$ cat config.mk
export PLATFORM = sky130hd
export DESIGN_NAME = mem_port_arbiter
export DESIGN_NICKNAME = d
export VERILOG_FILES = /design/src/rtl/mem_port_arbiter.sv
export SDC_FILE = /design/constraint.sdc
export NUM_CORES = 1
export LEC_CHECK = 0
export BUFFER_PORTS_ARGS = -buffer_cell sky130_fd_sc_hd__buf_2
export CORE_AREA = 3 3 108 110
export DETAILED_ROUTE_END_ITERATION = 7
export DIE_AREA = 0 0 111 113
export SLEW_MARGIN = 0
export SYNTH_ARGS = -nofsm -noshare
export SYNTH_HDL_FRONTEND = slang
export SYNTH_SLANG_ARGS = --single-unit
export TNS_END_PERCENT = 50
$ cat constraint.sdc
create_clock -name clk_i -period 1.7 [get_ports clk_i]
set_input_delay 0.34 -clock clk_i [delete_from_list [all_inputs] [get_ports clk_i]]
set_output_delay 0.34 -clock clk_i [all_outputs]
set_load 0.005 [all_outputs]
$ cat src/rtl/mem_port_arbiter.sv
// Arbitrates one single-port memory between instruction fetch (I) and load/store (D).
// Grant is same-cycle with mem_gnt_i, and the response passes straight through. Only one access is outstanding.
// D has fixed priority. I is forced after STARVE_LIMIT consecutive contested D wins. Requesters hold until granted.
module mem_port_arbiter #(
    parameter int ADDR_WIDTH   = 32,
    parameter int DATA_WIDTH   = 32,
    parameter int STARVE_LIMIT = 4
) (
    input  logic                    clk_i,
    input  logic                    rst_ni,
    input  logic                    i_req_i,
    input  logic [ADDR_WIDTH-1:0]   i_addr_i,
    output logic                    i_gnt_o,
    output logic                    i_rvalid_o,
    output logic [DATA_WIDTH-1:0]   i_rdata_o,
    input  logic                    d_req_i,
    input  logic                    d_we_i,
    input  logic [DATA_WIDTH/8-1:0] d_be_i,
    input  logic [ADDR_WIDTH-1:0]   d_addr_i,
    input  logic [DATA_WIDTH-1:0]   d_wdata_i,
    output logic                    d_gnt_o,
    output logic                    d_rvalid_o,
    output logic [DATA_WIDTH-1:0]   d_rdata_o,
    output logic                    mem_req_o,
    output logic                    mem_we_o,
    output logic [DATA_WIDTH/8-1:0] mem_be_o,
    output logic [ADDR_WIDTH-1:0]   mem_addr_o,
    output logic [DATA_WIDTH-1:0]   mem_wdata_o,
    input  logic                    mem_gnt_i,
    input  logic                    mem_rvalid_i,
    input  logic [DATA_WIDTH-1:0]   mem_rdata_i,
    output logic                    err_o
);

    localparam int BE_W  = DATA_WIDTH / 8;
    localparam int CNT_W = $clog2(STARVE_LIMIT + 1);
    localparam logic [CNT_W-1:0] CNT_MAX = CNT_W'(STARVE_LIMIT);

    typedef enum logic [1:0] {
        IDLE   = 2'd0,
        WAIT_I = 2'd1,
        WAIT_D = 2'd2
    } state_e;

    state_e           state_q, state_d;
    logic             owner_q, owner_d;   // 1 = D owns the outstanding access
    logic [CNT_W-1:0] starve_cnt_q, starve_cnt_d;
    logic             err_q, err_d;

    logic idle, sel_i, fire, resp;

    // Reset gating keeps every request and grant low while reset is asserted.
    assign idle      = (state_q == IDLE) && rst_ni;
    assign sel_i     = i_req_i && (!d_req_i || (starve_cnt_q == CNT_MAX));
    assign mem_req_o = idle && (i_req_i || d_req_i);
    assign fire      = mem_req_o && mem_gnt_i;
    assign i_gnt_o   = fire && sel_i;
    assign d_gnt_o   = fire && !sel_i;

    assign mem_we_o    = mem_req_o && !sel_i && d_we_i;
    assign mem_be_o    = !mem_req_o ? '0 : (sel_i ? {BE_W{1'b1}} : d_be_i);
    assign mem_addr_o  = !mem_req_o ? '0 : (sel_i ? i_addr_i : d_addr_i);
    assign mem_wdata_o = (mem_req_o && !sel_i) ? d_wdata_i : '0;

    assign resp       = (state_q != IDLE) && mem_rvalid_i;
    assign i_rvalid_o = resp && !owner_q;
    assign d_rvalid_o = resp && owner_q;
    assign i_rdata_o  = i_rvalid_o ? mem_rdata_i : '0;
    assign d_rdata_o  = d_rvalid_o ? mem_rdata_i : '0;
    assign err_o      = err_q;

    always_comb begin
        state_d      = state_q;
        owner_d      = owner_q;
        starve_cnt_d = starve_cnt_q;
        err_d        = err_q;
        case (state_q)
            IDLE: begin
                if (mem_rvalid_i) err_d = 1'b1;
                if (fire) begin
                    state_d = sel_i ? WAIT_I : WAIT_D;
                    owner_d = !sel_i;
                end
            end
            WAIT_I, WAIT_D: begin
                if (mem_rvalid_i) state_d = IDLE;
            end
            default: state_d = IDLE;
        endcase
        if (i_gnt_o) begin
            starve_cnt_d = '0;
        end else if (d_gnt_o && i_req_i && (starve_cnt_q != CNT_MAX)) begin
            starve_cnt_d = starve_cnt_q + CNT_W'(1);
        end
    end

    always_ff @(posedge clk_i or negedge rst_ni) begin
        if (!rst_ni) begin
            state_q      <= IDLE;
            owner_q      <= 1'b0;
            starve_cnt_q <= '0;
            err_q        <= 1'b0;
        end else begin
            state_q      <= state_d;
            owner_q      <= owner_d;
            starve_cnt_q <= starve_cnt_d;
            err_q        <= err_d;
        end
    end

endmodule
==> flow_summary.yaml, run 1 <==
setup_path:
  crit_buf_inv: 4
  crit_slowest_cell: "dfrtp_1"
  end_kind: "output port"
  worstPathRequired_ns: 1.36
  critPathKind: "reg2out"
  crit_fanout: 8
  r2r_cells: 8
  critPathMaxStageDelay_ns: 0.36
  critPathLaunchType: "flop"
  arrival_ns: 1.65
  crit_family: "buffers and inverters"
  crit_cells: 8
  crit_chain: "inv_2 -> ha_4 -> a21boi_4 -> buf_12 -> clkbuf_16 -> o21ai_1 -> a21oi_1 -> buf_2"
global_route:
  grt_antenna_before_repair: 0
  grt_use_total_pct: 15.1
  gr-total-overflow: 0
  grt_pass1_wl_microns: 15400
  grt_max_degree: 34
  grt_pass1_vias: 2838
  use_met3_pct: 2.41
  met2_usage_pct: 27.1
  grt_busiest_layer: "met2"
  grt_use_met1_pct: 18.1
timing:
  rsz0062_at_grt: "true"
  max_slew_margin_pct: 80.7
  fin_crit_sh_pct: 117
  min_period_ns: 1.99
  final_max_slew_viol_count: 0
  max_freq_ghz: 0.503
  fin_skew_ns: 0.00119
  hold_viol_final: 0
  worst_slack_ns: -0.286
  worst_pin_slew_ns: 0.289
  finalSetupViolations: 138
cells_and_area:
  syn_to_final_growth_pct: 138
  n_fill_cell: 1171
  diodes: 0
  drive_gt1_share_pct: 67.7
  final_net_count: 712
  fin_area_sq_um: 4110
power:
  swShare_pct: 41.0
  switchingPower_mw: 1.15
  power_frac_seq_pct: 9.7
  leakagePower_nw: 2.29
  power_density_nw_per_um2: 684
  peakVddDrop_mv: 0.235
  power.share.clock_pct: 8.5
  p_comb_share_pct: 81.8
  p_int_mw: 1.66
  p_total_mw: 2.81
synthesis:
  yosys.area.top_type: "and2_1"
  synth_common_cells: "and2_1, nand3_1, a21oi_1"
  synthArstFlopShare_pct: 100
  synth_ff_type: "dfrtp_1"
  synth_most_common_cell: "and2_1"
  synth_edf_count: 0
  ys_seq_area_share_pct: 10.2
  synth_area_sq_um: 1730
  yosys_warnings: 0
  synth_top_area_share_pct: 35.2
  synthesis.nets: 416
  netlist_instances: 274
  ys_types: 30
  synth_area_leaders: "and2_1, nand3_1, dfrtp_1"
  ys_seq_elements: 7
  syn_avg_cell_area_sq_um: 6.30
die:
  rows: 38
  start_util_pct: 16.0
  coreArea_sq_um: 10800
  dieArea_sq_um: 12500
  die_w_microns: 111
  io_pins: 278
  die_height_microns: 113
status:
  status: "finished, violations left"
  violations: "negative setup slack"
clock_tree:
  clkTransAtPathRegs_ns: 0.04
  cts_root_buffer: "clkbuf_8"
  numCtsBuffers: 3
  clk_latency_ns: 0.23
  cts_hold_buf: 0
  h-tree-depth: 1
  cts_tree: "built"
  cts_max_path_buffers: 2
  cts.sinks: 7
detailed_routing:
  postRouteAntennaNets: 0
  routed_via_density: 4.30
  via_count: 3050
  detail_route.first_pass.iterations: 4
  wl_per_cell_microns: 15.2
  wl_microns: 10700
  drc: 0
  first_iter_violations: 153
job:
  maxCapViolations: 0
placed_design:
  gp_congestion: 0.807
  hpwlAfterDp_microns: 8320
  dpl_cell_area_sq_um: 3410
  numPortBuffers: 277
hold_path:
  hold_path.class: "in2async"
==> path summary, 6_finish.rpt <==
check,start,end,slack (ns)
min,rst_ni,state_q[1],0.18
max,starve_cnt_q[1],mem_addr_o[16],-0.29
min reg2reg,err_o,err_o,0.45
max reg2reg,state_q[0],starve_cnt_q[2],0.10
min in group clk_i,mem_rvalid_i,err_o,0.37
max in group asynchronous,rst_ni,starve_cnt_q[2],1.39
==> per-layer routing <==
layer	wire (microns)	up-vias	part of all wire, %
met5	0	-	0
met3	816	16	7.6
li1	-	1529	-
met1	4230	1339	39
met4	293	0	2.7
met2	5410	166	50
==> sequential cells by signal, indices dropped and copies added, names as in the netlist <==
register,count
starve_cnt_q,3
err_o,1
owner_q,1
state_q,2
==> what timing repair did <==
item	in CTS	in global routing
gates cloned	3	5
pin swaps	6	52
gates resized for setup	35	87
endpoints found under the hold margin	0	0
endpoints found under the setup margin	138	140
buffers inserted	5	6
==> layout make-up <==
class                   count  area, sq um  area share (%)
repair buffers            319         2080            50.5
multi-input cells         232         1600            39.1
inverters                   7         31.3           0.762
flip-flops and latches      7          175            4.27
well taps                 140          175            4.27
clock buffers               4         45.0            1.10
==> tightest hold or removal path: stages <==
cell and delay, ns:
buf_2 0.12, buf_4 0.12, buf_4 0.17
==> power groups by stage <==
| stage | Clock [mW] | Combinational, mW | Sequential [mW] |
|---|---|---|---|
| 2_1_floorplan | 0 | 0.825 | 0.264 |
| 3_3_place_gp | 0 | 1.74 | 0.262 |
| 3_5_place_dp | 0 | 1.74 | 0.265 |
| 4_1_cts | 0.244 | 1.95 | 0.268 |
| 5_1_grt | 0.262 | 2.51 | 0.278 |
| 6_report | 0.239 | 2.30 | 0.272 |
==> layout by cell type (no fill, tap or decap), types with 3 or more instances in the layout <==
master / synthesis / routed
buf_2: 5 / 254
and2_1: 97 / 77
nand3_1: 36 / 34
buf_6: 1 / 25
buf_4: 5 / 25
a21oi_1: 33 / 23
and2_4: 0 / 20
o21ai_2: 0 / 18
a21oi_2: 0 / 10
o21ai_0: 31 / 9
buf_12: 0 / 9
o21ai_1: 4 / 8
dfrtp_1: 7 / 7
o21a_1: 5 / 5
nand2_1: 5 / 5
clkbuf_16: 0 / 4
inv_2: 0 / 3
inv_1: 7 / 3
clkbuf_8: 0 / 3
==> through the flow <==
step | setup WS, ns | hold slack, ns | util, % | cells | TNS (ns)
after floorplan | 0.0197 | 0.0444 | - | 274 | 0
after global placement | -0.0807 | 0.390 | 31.6 | 688 | -4.53
after detailed placement | -0.127 | 0.389 | 31.6 | 688 | -5.69
after CTS | -0.320 | 0.147 | 34.0 | 700 | -38.48
after global routing | -0.375 | 0.184 | 38.0 | 709 | -43.25
final | -0.286 | 0.176 | 38.0 | 709 | -32.69
==> kinds of logic (layout without fill, tap and decap cells) <==
| family | Yosys count | after routing | synth area share [%] |
|---|---|---|---|
| adders and majority gates | 3 | 3 | 2.18 |
| AOI/OAI and AO/OA | 84 | 84 | 28.6 |
| buffers and inverters | 35 | 330 | 9.79 |
| and+or+nand+nor | 145 | 145 | 49.3 |
| DFF | 7 | 7 | 10.2 |
Power figures use the tool's default switching activity.
==> inputs of run 2 (changes only) <==
ABC_AREA = 1   (was not set)
CORE_AREA = 3 3 105 107   (was 3 3 108 110)
DIE_AREA = 0 0 108 110   (was 0 0 111 113)
==> run 2 against run 1 <==
Net effect:
- the flow still finishes with violations (negative setup slack)
- register-to-register slack better by 0.20 ns
- utilization is 2.7 points higher
- critical path type unchanged
- non-clock buffer count is 10 lower
- global-route usage is 2.0 points lower
- worst setup slack better by 0.053 ns
- sequential cell count stayed put
==> flow_summary.yaml, run 2 <==
status:
  status: "finished, violations left"
  violations: "negative setup slack"
die:
  start_util_pct: 15.5
  die_w_microns: 108
  rows: 37
  io_pins: 278
  dieArea_sq_um: 11900
  coreArea_sq_um: 10200
  die_height_microns: 110
cells_and_area:
  drive_gt1_share_pct: 67.3
  postLayoutCoreUtil_pct: 40.8
  reg.largest.list: "starve_cnt_q x3, state_q x2"
  syn_to_final_growth_pct: 163
  final_cell_mix: "buf_2, nor2_1, inv_1"
  diodes: 0
  top_register: "starve_cnt_q"
  largest_register_ffs: 3
  layout_commonest_cell: "buf_2"
  final_net_count: 782
global_route:
  gr-total-overflow: 0
  grt_pass1_wl_microns: 12500
  grt_max_degree: 33
  grt_pass1_vias: 2727
  grt_use_total_pct: 13.0
  grt_antenna_before_repair: 0
synthesis:
  synth_area_leaders: "nor2_1, inv_1, dfrtp_1"
  synthesis.nets: 487
  synth_common_cells: "nor2_1, inv_1, o21ai_1"
  yosys.area.top_type: "nor2_1"
  ys_seq_elements: 7
  yosys_warnings: 0
  ys_types: 20
  synth_ff_type: "dfrtp_1"
  synth_most_common_cell: "nor2_1"
  ys_seq_area_share_pct: 11.0
  synth_top_area_share_pct: 40.5
  synth_edf_count: 0
  syn_avg_cell_area_sq_um: 4.59
  synthArstFlopShare_pct: 100
  netlist_instances: 345
  synth_area_sq_um: 1590
detailed_routing:
  wl_per_cell_microns: 12.6
  postRouteAntennaNets: 0
  first_iter_violations: 142
  via_count: 3088
  routed_via_density: 3.98
  drc: 0
  detail_route.first_pass.iterations: 3
  wl_microns: 9750
setup_path:
  r2r_cells: 10
  critPathLaunchType: "flop"
  r2r_setup_slack_ns: 0.30
  worst_r2r_endpoint: "starve_cnt_q[1]"
  arrival_ns: 1.59
  reg2reg_from: "state_q[0]"
  worstPathRequired_ns: 1.36
  crit_fanout: 7
  end_kind: "output port"
  critPathKind: "reg2out"
timing:
  fin_crit_sh_pct: 114
  final_max_slew_viol_count: 0
  max_freq_ghz: 0.517
  fin_skew_ns: 0.00102
  max_slew_margin_pct: 86.0
  finalSetupViolations: 137
  min_period_ns: 1.93
  worst_pin_slew_ns: 0.210
  worst_slack_ns: -0.233
  hold_viol_final: 0
  rsz0062_at_grt: "true"
power:
  power.share.clock_pct: 7.8
  switchingPower_mw: 1.37
  power_density_nw_per_um2: 719
  peakVddDrop_mv: 0.323
  leakagePower_nw: 2.61
  p_int_mw: 1.63
  power_frac_seq_pct: 8.9
  p_comb_share_pct: 83.3
  swShare_pct: 45.6
clock_tree:
  cts.sinks: 7
  cts_hold_buf: 0
  h-tree-depth: 1
  clk_latency_ns: 0.22
  numCtsBuffers: 3
  clkTransAtPathRegs_ns: 0.04
  cts_max_path_buffers: 2
  cts_tree: "built"
  cts_root_buffer: "clkbuf_8"
placed_design:
  gp_congestion: 0.765
  numPortBuffers: 277
  hpwlAfterDp_microns: 7370
  pre_cts_ws_ns: -0.121
job:
  maxCapViolations: 0
hold_path:
  hold_path.class: "in2async"
## run 2: kinds of logic (layout without fill, tap and decap cells)
family / count (synthesis) / count (layout) / synth area share, %
AOI/OAI and AO/OA: 34 / 34 / 10.9
adders and majority gates: 3 / 3 / 2.37
DFF: 7 / 7 / 11.0
and+or+nand+nor: 201 / 201 / 49.3
buffers and inverters: 99 / 393 / 25.9
xor gates and xnor gates: 1 / 1 / 0.553
## run 2: final cells by class
type / instances / area, sq um
fillers: 1098 / 6060
repair buffers: 309 / 1950
clock buffers: 4 / 45.0
inverters: 80 / 328
flip-flops and latches: 7 / 175
multi-input cells: 239 / 1510
well taps: 136 / 170
## run 2: how the worst max path moves through the flow
stage	start	cells past startpoint	slack (ns)	endpoint
after floorplan	starve_cnt_q[0]	8	0.08	mem_addr_o[10]
after global placement	starve_cnt_q[0]	9	-0.12	mem_addr_o[31]
after detailed placement	starve_cnt_q[0]	9	-0.12	mem_addr_o[31]
after CTS	starve_cnt_q[0]	10	-0.24	mem_addr_o[1]
after global routing	starve_cnt_q[0]	10	-0.34	mem_addr_o[30]
final	starve_cnt_q[0]	10	-0.23	mem_addr_o[23]
## run 2: metal layers
metal  part of all wire (%)  global-route usage (%)  up-vias
li1                       -                       -     1579
met1                     33                    12.9     1341
met2                     57                    27.9      164
met3                    9.5                    2.80        4
met4                   0.70                    1.62        0
met5                      0                       0        -
## run 2: per-stage QoR
stage / total power [mW] / hold slack (ns) / area [sq um] / setup TNS [ns] / std cells
after global routing: 3.28 / 0.0426 / 4170 / -36.63 / 775
after floorplan: 1.09 / 0.0444 / 1590 / 0 / 345
after CTS: 2.61 / 0.0327 / 3570 / -23.38 / 767
after detailed placement: 1.98 / 0.262 / 3240 / -3.52 / 757
after global placement: 1.99 / 0.263 / 3240 / -2.85 / 757
final: 3.00 / 0.0363 / 4170 / -23.28 / 775
## run 2: worst max-delay path: stages (launching register included)
cell and delay (ns):
dfrtp_1 0.36, inv_2 0.06, ha_4 0.15, nand2_2 0.08, nand2_4 0.07, nand2_8 0.12, clkinv_8 0.10, clkbuf_16 0.18
nor2_2 0.08, nor2_1 0.04, buf_2 0.12
## run 2: power by group through the flow
| stage | clock network [mW] | logic [mW] | registers [mW] |
|---|---|---|---|
| floorplan | 0 | 0.837 | 0.252 |
| global placement | 0 | 1.73 | 0.252 |
| detailed placement | 0 | 1.73 | 0.253 |
| CTS | 0.239 | 2.11 | 0.264 |
| global route | 0.249 | 2.76 | 0.273 |
| finish | 0.233 | 2.50 | 0.266 |
## run 2: what timing repair did
action | CTS | global route
pin swaps | 7 | 23
resized for setup | 58 | 126
buffers inserted | 3 | 1
endpoints found under the hold margin | 0 | 0
cloned | 3 | 7
endpoints found under the setup margin | 137 | 137
==> inputs of run 3 (changes only) <==
CELL_PAD_IN_SITES_DETAIL_PLACEMENT = 1   (was not set)
CELL_PAD_IN_SITES_GLOBAL_PLACEMENT = 1   (was not set)
CORE_AREA = not set   (was 3 3 105 107)
CORE_MARGIN = 3   (was not set)
CORE_UTILIZATION = 12   (was not set)
DIE_AREA = not set   (was 0 0 108 110)
PLACE_DENSITY_LB_ADDON = 0.1   (was not set)
==> run 3 against run 2 <==
Net effect:
- the run still ends with negative setup slack left
- clock-buffer cell count unchanged
- utilization down 10 points
- cell area down 6.0%
- clock power up 71%
- total power down 1.1%
- first-iteration DRC count down 56%
- global-route usage down 0.58 points
- die area up 23%
- routed wire length up 9.3%
- largest power group unchanged
- highest routed layer unchanged
==> flow_summary.yaml, run 3 (synthesized netlist as in run 2, its figures left out) <==
setup_path:
  end_kind: "output port"
  critPathKind: "reg2out"
  critPathLaunchType: "flop"
  crit_fanout: 7
  arrival_ns: 1.62
  crit_top_cell: "nand2_4"
  crit_cells: 11
  crit_slowest_cell: "dfrtp_1"
  crit_family: "buffers and inverters"
  crit_chain: "inv_2 -> ha_4 -> nand2_4 -> inv_4 -> nand2_4 -> clkinv_4 -> buf_12 -> clkbuf_16 -> o21ai_1 -> nor2_1 -> buf_2"
  r2r_cells: 11
  critPathMaxStageDelay_ns: 0.38
  worstPathRequired_ns: 1.36
  crit_buf_inv: 6
clock_tree:
  cts_root_buffer: "clkbuf_16"
  h-tree-depth: 1
  cts_hold_buf: 0
  cts_max_path_buffers: 2
  clkTransAtPathRegs_ns: 0.04
  cts_tree: "built"
  numCtsBuffers: 3
  clk_latency_ns: 0.23
  cts.sinks: 7
die:
  rows: 41
  die_height_microns: 121
  dieArea_sq_um: 14600
  die_w_microns: 121
  start_util_pct: 12.4
  io_pins: 278
  coreArea_sq_um: 12800
job:
  maxCapViolations: 0
cells_and_area:
  n_fill_cell: 1749
  multi_input_area_sq_um: 1230
  diodes: 0
  final_net_count: 786
  drive_gt1_share_pct: 59.6
  reg.largest.list: "starve_cnt_q x3, state_q x2"
  postLayoutCoreUtil_pct: 30.7
  top_register: "starve_cnt_q"
  largest_register_ffs: 3
  register_area_sq_um: 175
  layout_commonest_cell: "buf_2"
  syn_to_final_growth_pct: 148
  final_cell_mix: "buf_2, nor2_1, inv_1"
timing:
  max_freq_ghz: 0.509
  final_max_slew_viol_count: 0
  fin_crit_sh_pct: 115
  rsz0062_at_grt: "true"
  worst_slack_ns: -0.263
  hold_viol_final: 0
  finalSetupViolations: 136
  worst_pin_slew_ns: 0.261
  fin_skew_ns: 0.00216
  max_slew_margin_pct: 82.4
  min_period_ns: 1.96
  hold_ws_ns: 0.0564
global_route:
  grt_antenna_before_repair: 0
  grt_pass1_wl_microns: 15200
  grt_use_total_pct: 12.5
  grt_pass1_vias: 3132
  gr-total-overflow: 0
  grt_max_degree: 33
detailed_routing:
  first_iter_violations: 63
  via_count: 3135
  wl_microns: 10700
  drc: 0
  wl_per_cell_microns: 13.1
  routed_via_density: 3.85
  postRouteAntennaNets: 0
  detail_route.first_pass.iterations: 4
placed_design:
  numPortBuffers: 277
  gp_congestion: 0.763
  hpwlAfterDp_microns: 8610
hold_path:
  hold_path.class: "in2async"
status:
  violations: "negative setup slack"
  status: "finished, violations left"
power:
  power_density_nw_per_um2: 756
  leakagePower_nw: 2.61
  p_total_mw: 2.97
  peakVddDrop_mv: 0.287
==> run 3: changes by cell type in the layout (fill, tap and decap cells not counted), moves of 2 or more <==
cell	delta
buf_2	+3
nor2_4	-27
o21ai_2	+2
nor2_2	-24
clkbuf_16	+3
clkbuf_8	-3
buf_16	-2
nor2_1	+51
buf_4	+13
buf_6	-10
==> run 3: worst reg2reg max path, delay by kind of cell (launching register included) <==
kind	cells	cell delay [ns]
simple gates	5	0.38
fa+ha+maj	1	0.16
buf+inv	5	0.41
flops	1	0.38
==> run 3: layout make-up <==
class	instances	area share, %
timing repair buffer	313	48.4
multi-input combinational	239	31.5
inverter	80	8.16
tap	172	5.48
sequential	7	4.46
clock buffer	4	2.01
==> run 3: path summary, 6_finish.rpt <==
kind,start,to,slack (ns)
worst max-delay path,state_q[0],mem_addr_o[9],-0.26
worst min register to register,err_o,err_o,0.47
min in group clk_i,mem_rvalid_i,err_o,0.34
max in group asynchronous,rst_ni,owner_q,1.52
worst min-delay path,rst_ni,starve_cnt_q[0],0.06
worst max register to register,state_q[0],starve_cnt_q[0],0.27
==> run 3: timing repair <==
action / 4_1_cts / 5_1_grt
setup endpoints to repair: 138 / 137
pin swaps: 3 / 21
gates resized for setup: 29 / 60
gates cloned: 1 / 6
endpoints found under the hold margin: 0 / 0
setup buffers: 5 / 3
==> run 3: power by group <==
group	total [mW]	internal [mW]	switching, mW	leakage, nW
Sequential	0.263	0.223	0.0395	0.0863
Clock	0.398	0.312	0.0864	0.0382
Combinational	2.31	1.17	1.14	2.48
==> run 3: through the flow <==
stage / TNS (ns) / worst slack [ns] / cells / instance area [sq um]
after global routing: -42.15 / -0.380 / 815 / 3920
after detailed placement: -13.98 / -0.173 / 797 / 3330
after CTS: -27.71 / -0.279 / 806 / 3560
after global placement: -7.35 / -0.114 / 797 / 3330
final: -27.60 / -0.263 / 815 / 3920
after floorplan: 0 / 0.0832 / 345 / 1590
==> run 3: layer usage <==
layer  global-route usage, %  part of all wire [%]
met1                    13.6                    36
met3                    3.22                   9.2
met5                       0                     0
met4                    1.91                   1.1
met2                    24.3                    53
